<file path="src/rtl/uart_rx.sv">
// uart_rx -- 8N1 serial receiver, LSB first, idle-high line.
//
// Deserialises the incoming line into bytes. Each byte is held in a
// single-entry holding register until the consumer acknowledges it.
// Bad stop bits and dropped bytes are reported through sticky flags.
//
// Ports
//   PCLK       in   system clock, rising edge
//   PRESET     in   synchronous active-high reset
//   rx         in   asynchronous serial line (idles high)
//   rd_ack     in   one-cycle pulse: consumer has taken data_out
//   err_clr    in   one-cycle pulse: clears frame_err and overrun
//   data_out   out  [7:0] holding-register byte
//   data_valid out  holding register contains an unread byte
//   frame_err  out  sticky: a frame ended with a low stop bit
//   overrun    out  sticky: a byte was dropped, holding register full
//   busy       out  receiver FSM is not idle
//
// Parameters
//   CLKS_PER_BIT  PCLK cycles per bit period (>= 4)
//   SYNC_STAGES   flops in the rx synchroniser (2 or 3)

module uart_rx #(
    parameter int CLKS_PER_BIT = 16,
    parameter int SYNC_STAGES  = 2
) (
    input  logic       PCLK,
    input  logic       PRESET,
    input  logic       rx,
    input  logic       rd_ack,
    input  logic       err_clr,
    output logic [7:0] data_out,
    output logic       data_valid,
    output logic       frame_err,
    output logic       overrun,
    output logic       busy
);

    localparam int CW = $clog2(CLKS_PER_BIT);
    localparam logic [CW-1:0] BAUD_LAST = CW'(CLKS_PER_BIT - 1);
    localparam logic [CW-1:0] HALF_LAST = CW'(CLKS_PER_BIT / 2 - 1);

    typedef enum logic [1:0] {
        S_IDLE,
        S_START,
        S_DATA,
        S_STOP
    } state_t;

    state_t                 state_q;
    logic [CW-1:0]          baud_q;
    logic [2:0]             bit_idx_q;
    logic                   busy_q;
    logic [7:0]             shift_q;
    logic [SYNC_STAGES-1:0] sync_q;
    logic                   rxs_prev_q;

    logic [7:0] data_q,  data_d;
    logic       valid_q, valid_d;
    logic       ferr_q,  ferr_d;
    logic       ovr_q,   ovr_d;

    logic rxs;
    logic stop_sample;
    logic commit;
    logic bad_stop;

    // Synchroniser flops reset to 1 so that reset never looks like a
    // start edge on a line that is idling high.
    assign rxs = sync_q[SYNC_STAGES-1];

    always_ff @(posedge PCLK) begin
        if (PRESET) begin
            sync_q     <= '1;
            rxs_prev_q <= 1'b1;
        end else begin
            sync_q     <= {sync_q[SYNC_STAGES-2:0], rx};
            rxs_prev_q <= rxs;
        end
    end

    // Receive FSM. busy_q is updated together with every state change so
    // that it always equals (state_q != S_IDLE) without extra decode.
    // A start needs a high-to-low transition of rxs: after a break the
    // line must be seen high again before another frame can begin.
    always_ff @(posedge PCLK) begin
        if (PRESET) begin
            state_q   <= S_IDLE;
            baud_q    <= '0;
            bit_idx_q <= '0;
            busy_q    <= 1'b0;
        end else begin
            case (state_q)
                S_IDLE: begin
                    if (!rxs && rxs_prev_q) begin
                        state_q <= S_START;
                        baud_q  <= '0;
                        busy_q  <= 1'b1;
                    end
                end
                S_START: begin
                    if (baud_q == HALF_LAST) begin
                        baud_q <= '0;
                        if (rxs) begin
                            // High at mid start bit: a glitch, not a frame.
                            state_q <= S_IDLE;
                            busy_q  <= 1'b0;
                        end else begin
                            state_q   <= S_DATA;
                            bit_idx_q <= '0;
                        end
                    end else begin
                        baud_q <= baud_q + CW'(1);
                    end
                end
                S_DATA: begin
                    if (baud_q == BAUD_LAST) begin
                        baud_q <= '0;
                        if (bit_idx_q == 3'd7) begin
                            // Index stays at 7 through STOP.
                            state_q <= S_STOP;
                        end else begin
                            bit_idx_q <= bit_idx_q + 3'd1;
                        end
                    end else begin
                        baud_q <= baud_q + CW'(1);
                    end
                end
                S_STOP: begin
                    if (baud_q == BAUD_LAST) begin
                        baud_q  <= '0;
                        state_q <= S_IDLE;
                        busy_q  <= 1'b0;
                    end else begin
                        baud_q <= baud_q + CW'(1);
                    end
                end
                default: begin
                    state_q <= S_IDLE;
                    baud_q  <= '0;
                    busy_q  <= 1'b0;
                end
            endcase
        end
    end

    // Data bits land directly in their final position, LSB first.
    always_ff @(posedge PCLK) begin
        if (state_q == S_DATA && baud_q == BAUD_LAST) begin
            shift_q[bit_idx_q] <= rxs;
        end
    end

    assign stop_sample = (state_q == S_STOP) && (baud_q == BAUD_LAST);
    assign commit      = stop_sample && rxs;
    assign bad_stop    = stop_sample && !rxs;

    // Holding register and sticky flags. Ordering matters: the clear and
    // acknowledge are applied first so a same-cycle set or commit wins.
    always_comb begin
        data_d  = data_q;
        valid_d = valid_q;
        ferr_d  = ferr_q;
        ovr_d   = ovr_q;

        if (err_clr) begin
            ferr_d = 1'b0;
            ovr_d  = 1'b0;
        end

        if (rd_ack) begin
            valid_d = 1'b0;
        end

        if (commit) begin
            if (!valid_q || rd_ack) begin
                data_d  = shift_q;
                valid_d = 1'b1;
            end else begin
                ovr_d = 1'b1;
            end
        end

        if (bad_stop) begin
            ferr_d = 1'b1;
        end
    end

    always_ff @(posedge PCLK) begin
        if (PRESET) begin
            data_q  <= 8'h00;
            valid_q <= 1'b0;
            ferr_q  <= 1'b0;
            ovr_q   <= 1'b0;
        end else begin
            data_q  <= data_d;
            valid_q <= valid_d;
            ferr_q  <= ferr_d;
            ovr_q   <= ovr_d;
        end
    end

    assign data_out   = data_q;
    assign data_valid = valid_q;
    assign frame_err  = ferr_q;
    assign overrun    = ovr_q;
    assign busy       = busy_q;

endmodule
</file>
<file path="config.mk">
export PLATFORM = sky130hd
export DESIGN_NAME = uart_rx
export DESIGN_NICKNAME = d
export VERILOG_FILES = /design/src/rtl/uart_rx.sv
export SDC_FILE = /design/constraint.sdc
export NUM_CORES = 1
export LEC_CHECK = 0
export ABC_AREA = 1
export CORE_MARGIN = 2
export CORE_UTILIZATION = 40
export CTS_BUF_LIST = sky130_fd_sc_hd__clkbuf_16
export DETAILED_ROUTE_END_ITERATION = 10
export DONT_BUFFER_PORTS = 1
export SETUP_SLACK_MARGIN = 0.05
export SLEW_MARGIN = 40
export SYNTH_ARGS = -nofsm -noshare
export SYNTH_HDL_FRONTEND = slang
export SYNTH_SLANG_ARGS = --single-unit
</file>
<file path="constraint.sdc">
create_clock -name PCLK -period 1.5 [get_ports PCLK]
set_clock_uncertainty 0.15 [all_clocks]
set_input_delay 0.075 -clock PCLK [delete_from_list [all_inputs] [get_ports PCLK]]
set_output_delay 0.075 -clock PCLK [all_outputs]
set_load 0.01 [all_outputs]
</file>
; ---- Word-level counts from Yosys, hierarchy flattened
; Cells that the tools add are included.
[word_totals]
register_bits = 32
out_inout_bits = 12
elab_cells = 79
input_bits = 5
[classes]
mux = 32
n_reduce_logical = 18
magnitude_cmp = 2
add_sub_neg = 2
n_eq_ne = 14
[ops]
columns = op, n
row1 = $ne 2x2->1 const B, 8
row2 = $reduce_and 5->1, 3
row3 = $mux 1, 13
row4 = $mux 2, 6
row5 = $mux 3, 4
row6 = $mux 4, 3
row7 = $pmux 4 s3, 1
row8 = $bwmux 8, 1
row9 = $pmux 2 s4, 1
row10 = $logic_and 1x1->1, 6
row11 = $pmux 3 s2, 1
row12 = $add 4x1->4 const B, 1
row13 = $eq 2x2->1 const B, 2
row14 = $eq 4x3->1 const B, 1
row15 = $eq 4x4->1 const B, 1
row16 = $lt 3x4->1 const B, 1
row17 = $reduce_bool 2->1, 2
row18 = $add 3x1->3 const B, 1
row19 = $demux 1 s3, 1
row20 = $eq 3x3->1 const B, 1
row21 = $ge 3x1->1 const B, 1
row22 = $pmux 1 s3, 1
row23 = $reduce_bool 3->1, 1
row24 = $eq 2x1->1 const B, 1
row25 = other kinds (5), 6

; ---- Logic depth before layout (Yosys ltp)
; Gate-level depths: netlist of the first run.
[depth]
word_depth = 5
depth_mapped = 10
mapped_depth_nobuf = 9

; ---- Worst setup path before layout of the first run
; OpenSTA, ideal clock, no wires.
[synth_timing]
path_kind = reg-to-reg
start = register baud_q[0]
end = register shift_q[5] (enable)
synth_period_minus_slack_ns = 1.515
setup_ns = 0.312
arrival_time_ns = 1.053
n_path_buf = 0
slack_ns = -0.015
stages_incl_launch_ff = 6
t_required_ns = 1.038
cell_sequence = dfxtp_1 > ha_1 > nand3_2 > inv_1 > nand3_1 > nor3_1
[synth_via]
elab_chain_len = 2
[synth_lines]
columns = item, line_no
row1 = start: declaration, 51  ; logic [CW-1:0] baud_q;
row2 = start signal: assignment, 113  ; baud_q <= baud_q + CW'(1);
row3 = start signal: assignment, 126  ; baud_q <= baud_q + CW'(1);
row4 = start signal: assignment, 135  ; baud_q <= baud_q + CW'(1);
row5 = $eq 4x4->1, 149  ; if (state_q == S_DATA && baud_q == BAUD_LAST) begin
row6 = $logic_and 1x1->1, 149
row7 = end signal: indexed assignment, 150  ; shift_q[bit_idx_q] <= rxs;
row8 = end: declaration, 54  ; logic [7:0] shift_q;
; No other way between the ends.
; A chain may end at the register's enable or synchronous reset.

; ---- Worst setup path in the final report of the first run
[layout_timing]
start = register bit_idx_q[1]
end = register bit_idx_q[1]
[layout_via]
elab_chain_len = 4
elab_cells_between_ends = 7
classes_between = 1 x add/sub / 2 x eq/ne / 3 x mux / 1 x reduce/logical
[layout_lines]
columns = item, line_no
row1 = start: declaration, 52  ; logic [2:0] bit_idx_q;
row2 = start signal: assignment, 123  ; bit_idx_q <= bit_idx_q + 3'd1;
row3 = $add 3x1->3, 123
row4 = $mux 3, 119  ; if (bit_idx_q == 3'd7) begin
row5 = $mux 3, 117  ; if (baud_q == BAUD_LAST) begin
row6 = $pmux 3 s2, 93  ; case (state_q)
; Several ways; a longest one is shown, not always the timed one. The select of a mux whose other input is x is not followed.

==> impl_table.tex, run 1 <==
\begin{tabular}{lr}
\hline
Metric & Value \\
\hline
\multicolumn{2}{l}{\textbf{Global route}} \\
Total gr overflow & 0 \\
Number of global-route vias before repair & around 1100 \\
Maximum number of pins on one net before global-route repair & 19 \\
Global-route wire length before repair & slightly below 5 mm \\
Number of antenna violations at the first check in global routing & 0 \\
Aggregate global-route resource usage & 0.160 \\
\multicolumn{2}{l}{\textbf{Final layout}} \\
Synth-to-layout area growth & 37.8\% \\
Number of fill cells in the layout & between 300 and 400 \\
Most frequent cells in the layout & 37 x sky130\_fd\_sc\_hd\_\_nand2\_1, 17 x sky130\_fd\_sc\_hd\_\_inv\_1, 17 x sky130\_fd\_sc\_hd\_\_dfxtp\_1 \\
Most common cell after layout, fill and taps aside & sky130\_fd\_sc\_hd\_\_nand2\_1 \\
Fin nets & 199 \\
Share of layout cells above drive strength 1 & 0.297 \\
Diodes inserted & 0 \\
Post-layout util & 0.573 \\
\multicolumn{2}{l}{\textbf{STA}} \\
Tcrit/Tclk final & 0.995 \\
Worst rel slew slack & 0.786 \\
Worst hold slack & -290 ps \\
Number of failing hold endpoints at the final stage & 15 \\
Max-slew violation total from the final report & 0 \\
Shortest period the worst path allows & approximately 1500 ps \\
Worst-margin pin slew & about 320 ps \\
Count of endpoints failing setup in the final report & 0 \\
Final setup TNS & 0 ps \\
Fmax & between 600 and 700 MHz \\
RSZ-0062 raised after global routing & yes \\
\multicolumn{2}{l}{\textbf{Worst setup path}} \\
Arrival time of data at the critical path endpoint & around 1500 ps \\
Endpoint class of the critical path & flop \\
Crit Path Category & flop to flop \\
Cell with the largest stage delay on the worst path & sky130\_fd\_sc\_hd\_\_dfxtp\_2 \\
Highest cell delay on the worst timing path & $\sim$330 ps \\
Worst path most repeated cell & sky130\_fd\_sc\_hd\_\_nand2\_1 \\
Required time reported for the critical path endpoint & around 1500 ps \\
Startpoint kind of the worst setup timing path & flop \\
Largest fanout of any net on the critical path & 5 \\
R2r setup slk & $\sim$7.3 ps \\
Cell Chain, Critical Path & ha\_4, ha\_4, nand3b\_1, nand2\_1, nand3\_2, inv\_2, nand2\_1, nand2\_1, nor2\_1 \\
\multicolumn{2}{l}{\textbf{Synthesis}} \\
Synthesized instance count & approximately 170 \\
Syn Std Cell Area & $\sim$1400 µm² \\
Post-synth top area share & 0.349 \\
Leading cell types by total area after synthesis & sky130\_fd\_sc\_hd\_\_dfxtp\_1 35\%, sky130\_fd\_sc\_hd\_\_edfxtp\_1 17\%, sky130\_fd\_sc\_hd\_\_nand2\_1 11\%, sky130\_fd\_sc\_hd\_\_nand3\_1 6.2\%, sky130\_fd\_sc\_hd\_\_inv\_1 4.9\% \\
Number of distinct standard cells referenced by the synthesized netlist & 26 \\
Average cell area after synthesis & roughly 8.2 µm² \\
Post-Synthesis Net Count & $\sim$180 \\
Sequential area share after synthesis & 0.524 \\
Leading area contributor after synthesis & sky130\_fd\_sc\_hd\_\_dfxtp\_1 \\
Synthesized flop and latch total & 32 \\
Number of synthesis warnings & 0 \\
\multicolumn{2}{l}{\textbf{Route}} \\
Per-cell via count in the routed design & a little under 5 \\
Average detailed-routed wire length per instance & 11.9 µm \\
Number of optimization iterations in the first detailed-route pass & 4 \\
DRC violation total after the first TritonRoute iteration & 41 \\
Via count & around 1200 \\
Number of nets with antenna violations after routing & 0 \\
Post-route DRC violation count & 0 \\
Routed wire length & roughly 2.8 mm \\
\multicolumn{2}{l}{\textbf{Job}} \\
Number of max-cap violations & 0 \\
\multicolumn{2}{l}{\textbf{Hold path}} \\
Class of the tightest hold or removal check & primary input to flop \\
\multicolumn{2}{l}{\textbf{Pwr}} \\
Peak VDD IR & between 600 and 700 µV \\
Leakage & between 0.0007 and 0.0008 µW \\
Cell area power density & $\sim$1100 nW/µm² \\
\multicolumn{2}{l}{\textbf{Clock tree}} \\
Count of hold-fix buffers inserted at cts & 7 \\
Cts bufs inserted & 5 \\
Max H-tree Level & 2 \\
Number of buffers on the longest clock path & 2 \\
Root buffer cell & sky130\_fd\_sc\_hd\_\_clkbuf\_16 \\
Clock transition time at the flip-flop clock pins of the worst setup and hold paths & around 50 ps \\
Clock insertion delay at the later pin of the skew report & about 270 ps \\
Clock net sink count & 32 \\
CTS tree & yes \\
\multicolumn{2}{l}{\textbf{Floorplan}} \\
Std-Cell Rows & 21 \\
Core area & 3310 µm² \\
Initial standard-cell utilization of the core & 0.416 \\
Die area & 3930 µm² \\
Ports & 17 \\
Chip Width & 62.7 µm \\
Die Height & 62.7 µm \\
\multicolumn{2}{l}{\textbf{Outcome}} \\
Violated checks & negative hold slack \\
Result of the run & finished, violations left \\
\multicolumn{2}{l}{\textbf{Place}} \\
Placer's final routability congestion estimate & roughly 0.93 \\
Half-perimeter wire length after placement & 1.90 mm \\
Port Buffers & 0 \\
\hline
\end{tabular}
==> where the power goes <==
part | internal (µW) | total (µW) | leakage [µW] | switching, µW
Sequential | 894 | 906 | 0.000269 | 12.6
Clock | 778 | 1130 | 0.0000798 | 350
Combinational | 35.6 | 82.6 | 0.000391 | 47.0
==> routing by layer <==
layer	global-route usage	part of all wire
met1	0.172	0.42
met2	0.276	0.49
met3	0.0613	0.063
met4	0.0750	0.024
met5	0	0
==> stage by stage <==
stage               std cells  hold slack, ps  cell area [µm²]  setup slack (ps)  power, µW
global route              238            -294             1900             -80.9       2180
finish                    238            -290             1900              7.35       2120
global placement          222           -6.94             1530             -10.9        984
floorplan                 167            28.8             1400              54.7        974
detailed placement        222           -5.66             1530             -35.0        986
CTS                       237            -293             1810              13.5       2130
==> logic make-up after synthesis <==
family | count (synthesis) | synth area share
XOR/XNOR | 1 | 0.00636
buffers and inverters | 25 | 0.0764
flip-flops | 32 | 0.524
AND/OR/NAND/NOR | 85 | 0.286
AO/OA/AOI/OAI | 21 | 0.0800
adder cells (fa/ha/maj) | 3 | 0.0273
==> final cells by class <==
class	count	area, µm²	area share
timing repair buffer	21	179	0.0943
clock buffer	5	125	0.0660
tap	46	57.6	0.0303
sequential	32	734	0.387
inverter	21	81.3	0.0429
multi-input combinational	110	677	0.357
clock inverter	3	42.5	0.0224
==> repair_timing <==
action / in CTS / in global routing
resized for setup: 14 / 16
setup endpoints to repair: 10 / 25
buffers inserted: 0 / 1
endpoints found under the hold margin: 24 / 15
pin swaps: 3 / 7
gates cloned: 0 / 0
==> synthesized netlist by cell type <==
cell,count
sky130_fd_sc_hd__nor3_4,1
sky130_fd_sc_hd__nand3b_1,1
sky130_fd_sc_hd__inv_1,18
sky130_fd_sc_hd__nor2_1,13
sky130_fd_sc_hd__inv_2,2
sky130_fd_sc_hd__nor2_4,1
sky130_fd_sc_hd__ha_1,3
sky130_fd_sc_hd__nand2_2,1
sky130_fd_sc_hd__nor2_2,1
sky130_fd_sc_hd__edfxtp_1,8
sky130_fd_sc_hd__nand3_1,17
sky130_fd_sc_hd__nor3_1,6
sky130_fd_sc_hd__clkbuf_1,2
sky130_fd_sc_hd__dfxtp_1,24
sky130_fd_sc_hd__clkinv_1,1
sky130_fd_sc_hd__o21a_1,1
sky130_fd_sc_hd__xor2_1,1
sky130_fd_sc_hd__o21ai_0,5
sky130_fd_sc_hd__nand3_2,2
sky130_fd_sc_hd__or2_2,2
sky130_fd_sc_hd__a21oi_1,13
sky130_fd_sc_hd__buf_6,1
sky130_fd_sc_hd__nand2_1,40
sky130_fd_sc_hd__buf_4,1
sky130_fd_sc_hd__o21ai_1,1
sky130_fd_sc_hd__o31ai_1,1
==> final timing paths <==
kind / start / depth (start not counted) / end
max: bit_idx_q[1] / 9 / bit_idx_q[1]
min reg2reg: baud_q[1] / 2 / baud_q[1]
max reg2reg: bit_idx_q[1] / 9 / bit_idx_q[1]
min: PRESET / 1 / bit_idx_q[1]
==> critical path: cells and delay by family (launching register included) <==
| kind | cells | cell delay [ps] |
|---|---|---|
| adders and majority gates | 2 | 300 |
| buffers and inverters | 1 | 80 |
| and+or+nand+nor | 6 | 510 |
| DFF | 1 | 330 |
==> state kept, by name, summed over array words and instances (netlist names), named ones only <==
register	flops
data_out	8
shift_q	8
baud_q	4
bit_idx_q	3
sync_q	2
busy	1
data_valid	1
frame_err	1
overrun	1
rxs_prev_q	1
state_q	1
Note: power is estimated with default switching activity, not from simulation.
==> inputs of run 2 (changes only) <==
--- a/config.mk
+++ b/config.mk
@@ -6,11 +6,14 @@
 export NUM_CORES = 1
 export LEC_CHECK = 0
 export ABC_AREA = 1
+export CELL_PAD_IN_SITES_DETAIL_PLACEMENT = 0
+export CELL_PAD_IN_SITES_GLOBAL_PLACEMENT = 2
 export CORE_MARGIN = 2
-export CORE_UTILIZATION = 40
+export CORE_UTILIZATION = 32
 export CTS_BUF_LIST = sky130_fd_sc_hd__clkbuf_16
 export DETAILED_ROUTE_END_ITERATION = 10
 export DONT_BUFFER_PORTS = 1
+export PLACE_DENSITY_LB_ADDON = 0.1
 export SETUP_SLACK_MARGIN = 0.05
 export SLEW_MARGIN = 40
 export SYNTH_ARGS = -nofsm -noshare
==> impl_table.tex, run 2 (synthesis results as in run 1) <==
\begin{tabular}{lr}
\hline
Metric & Value \\
\hline
\multicolumn{2}{l}{\textbf{Worst setup path}} \\
Startpoint kind of the worst setup timing path & flop (unchanged) \\
Largest fanout of any net on the critical path & 5 (unchanged) \\
Required time reported for the critical path endpoint & 1520 ps (about the same) \\
Endpoint class of the critical path & flop (unchanged) \\
Arrival time of data at the critical path endpoint & 1480 ps (was 1510 ps) \\
Crit Path Category & flop to flop (unchanged) \\
\multicolumn{2}{l}{\textbf{Pwr}} \\
Proportion of power drawn by combinational gates & 0.053 (was 0.039) \\
Peak VDD IR & 402 µV (was 615 µV) \\
Share of power burned in the clock network & 0.482 (was 0.533) \\
Total design power & 1950 µW (was 2120 µW) \\
Cell area power density & 974 nW/µm² (was 1120 nW/µm²) \\
Reg power frac & 0.465 (was 0.428) \\
Internal Pwr Total & 1540 µW (was 1710 µW) \\
Sw Ratio & 0.212 (was 0.193) \\
Leakage & 0.000764 µW (was 0.000739 µW) \\
Net switching power figure & 413 µW (was 410 µW) \\
\multicolumn{2}{l}{\textbf{Final layout}} \\
Post-Layout Inst Area & 2000 µm² (was 1900 µm²) \\
Area of the multi-input gates & 741 µm² (was 677 µm²) \\
Share of layout cells above drive strength 1 & 0.379 (was 0.297) \\
Area used by sequential logic in the layout & 737 µm² (was 734 µm²) \\
Most common cell after layout, fill and taps aside & sky130\_fd\_sc\_hd\_\_nand2\_1 (unchanged) \\
Diodes inserted & 0 (unchanged) \\
Most frequent cells in the layout & 32 x sky130\_fd\_sc\_hd\_\_nand2\_1, 18 x sky130\_fd\_sc\_hd\_\_buf\_4, 17 x sky130\_fd\_sc\_hd\_\_dfxtp\_1 (was 37 x sky130\_fd\_sc\_hd\_\_nand2\_1, 17 x sky130\_fd\_sc\_hd\_\_inv\_1, 17 x sky130\_fd\_sc\_hd\_\_dfxtp\_1) \\
Number of fill cells in the layout & 396 (was 301) \\
Post-layout instance count excluding filler cells & 248 (was 238) \\
Fin nets & 205 (was 199) \\
Synth-to-layout area growth & 45.4\% (was 37.8\%) \\
\multicolumn{2}{l}{\textbf{Clock tree}} \\
Number of buffers on the longest clock path & 2 (unchanged) \\
Root buffer cell & sky130\_fd\_sc\_hd\_\_clkbuf\_16 (unchanged) \\
CTS tree & yes (unchanged) \\
Clock insertion delay at the later pin of the skew report & 270 ps (about the same) \\
Clock net sink count & 32 (unchanged) \\
Cts bufs inserted & 5 (unchanged) \\
Max H-tree Level & 2 (unchanged) \\
Count of hold-fix buffers inserted at cts & 7 (unchanged) \\
Clock transition time at the flip-flop clock pins of the worst setup and hold paths & 50 ps (about the same) \\
\multicolumn{2}{l}{\textbf{Global route}} \\
Maximum number of pins on one net before global-route repair & 19 (unchanged) \\
Number of antenna violations at the first check in global routing & 0 (unchanged) \\
Number of global-route vias before repair & 1078 (was 1136) \\
Aggregate global-route resource usage & 0.136 (was 0.160) \\
Total gr overflow & 0 (unchanged) \\
Global-route wire length before repair & 5.13 mm (was 4.88 mm) \\
\multicolumn{2}{l}{\textbf{STA}} \\
Max-slew violation total from the final report & 0 (unchanged) \\
Worst hold slack & -292 ps (was -290 ps) \\
Worst-margin pin slew & 361 ps (was 321 ps) \\
Tcrit/Tclk final & 0.974 (was 0.995) \\
Fmax & 684 MHz (was 670 MHz) \\
RSZ-0062 raised after global routing & yes (unchanged) \\
Worst rel slew slack & 0.759 (was 0.786) \\
Count of endpoints failing setup in the final report & 0 (unchanged) \\
Shortest period the worst path allows & 1460 ps (was 1490 ps) \\
Number of failing hold endpoints at the final stage & 15 (unchanged) \\
\multicolumn{2}{l}{\textbf{Route}} \\
DRC violation total after the first TritonRoute iteration & 63 (was 41) \\
Number of optimization iterations in the first detailed-route pass & 4 (unchanged) \\
Routed wire length & 3.17 mm (was 2.84 mm) \\
Via count & 1168 (was 1157) \\
Number of nets with antenna violations after routing & 0 (unchanged) \\
Post-route DRC violation count & 0 (unchanged) \\
Per-cell via count in the routed design & 4.71 (was 4.86) \\
Average detailed-routed wire length per instance & 12.8 µm (was 11.9 µm) \\
\multicolumn{2}{l}{\textbf{Floorplan}} \\
Die Height & 69.6 µm (was 62.7 µm) \\
Std-Cell Rows & 23 (was 21) \\
Ports & 17 (unchanged) \\
Die area & 4840 µm² (was 3930 µm²) \\
Chip Width & 69.6 µm (was 62.7 µm) \\
Core area & 4060 µm² (was 3310 µm²) \\
Initial standard-cell utilization of the core & 0.339 (was 0.416) \\
\multicolumn{2}{l}{\textbf{Place}} \\
Placer's final routability congestion estimate & 0.756 (was 0.932) \\
Post-DP Area & 1540 µm² (was 1530 µm²) \\
Half-perimeter wire length after placement & 2.14 mm (was 1.90 mm) \\
Port Buffers & 0 (unchanged) \\
Total instance count after detailed placement & 227 (was 222) \\
\multicolumn{2}{l}{\textbf{Outcome}} \\
Result of the run & finished, violations left (unchanged) \\
Violated checks & negative hold slack (unchanged) \\
\multicolumn{2}{l}{\textbf{Job}} \\
Number of max-cap violations & 0 (unchanged) \\
\multicolumn{2}{l}{\textbf{Hold path}} \\
Class of the tightest hold or removal check & primary input to flop (unchanged) \\
\hline
\end{tabular}
## run 2: changes by cell type in the layout (fill, tap and decap cells not counted), moves of 2 or more
cell	delta
sky130_fd_sc_hd__nand2_1	-5
sky130_fd_sc_hd__nand2_2	+3
sky130_fd_sc_hd__o21ai_0	-2
sky130_fd_sc_hd__inv_2	+3
sky130_fd_sc_hd__nand2_4	+2
sky130_fd_sc_hd__inv_1	-2
sky130_fd_sc_hd__nor2_1	-3
sky130_fd_sc_hd__nand3_1	-2
sky130_fd_sc_hd__nor2_2	+2
sky130_fd_sc_hd__buf_4	+5
## run 2: metrics by stage
stage / setup slack (ps) / util / TNS [ps]
4_1_cts: -6.88 / 0.457 / -6.88
2_1_floorplan: 54.7 / - / 0
6_report: 39.0 / 0.493 / 0
3_3_place_gp: -51.6 / 0.380 / -87.4
5_1_grt: -42.9 / 0.493 / -276
3_5_place_dp: -128 / 0.380 / -320
## run 2: worst paths after layout
check | startpoint | to | slack [ps] | cells after the start
worst min register to register | data_out[5] | data_out[5] | 350 | 2
worst max register to register | bit_idx_q[1] | bit_idx_q[2] | 40 | 9
worst min-delay path | PRESET | baud_q[1] | -290 | 1
worst max-delay path | bit_idx_q[1] | bit_idx_q[2] | 40 | 9
## run 2: critical path, cell delays in order (launching register included)
cell                       delay (ps)
sky130_fd_sc_hd__dfxtp_2          340
sky130_fd_sc_hd__ha_4             160
sky130_fd_sc_hd__ha_4             140
sky130_fd_sc_hd__nand3b_1         180
sky130_fd_sc_hd__nand2_2          100
sky130_fd_sc_hd__nand3_4          100
sky130_fd_sc_hd__inv_2             70
sky130_fd_sc_hd__nand2_1           50
sky130_fd_sc_hd__nand2_1           50
sky130_fd_sc_hd__nor2_1            30
## run 2: layout make-up
class	count	share of cell area
clock buffer	5	0.0625
clock inverter	3	0.00563
inverter	21	0.0438
multi-input combinational	110	0.370
sequential	32	0.368
tap	50	0.0313
timing repair buffer	27	0.118
## run 2: what timing repair did
| item | CTS | global route |
|---|---|---|
| buffers inserted | 1 | 5 |
| pin swaps | 6 | 12 |
| gates resized for setup | 23 | 32 |
| setup endpoints to repair | 12 | 25 |
| hold endpoints to repair | 24 | 15 |
## run 2: per-layer routing
metal  global-route usage  vias up  wire, µm
met5                    0        -         0
met4               0.0654        0        55
met3               0.0494        6       173
met2                0.201       25      1470
met1                0.176      530      1480
li1                     -      607         -
## run 2: power by group through the flow
stage / Clock [µW] / Sequential [µW] / Combinational, µW
CTS: 961 / 908 / 82.6
floorplan: 0 / 921 / 52.5
global placement: 0 / 925 / 62.5
finish: 939 / 906 / 103
detailed placement: 0 / 925 / 62.8
global route: 995 / 906 / 114
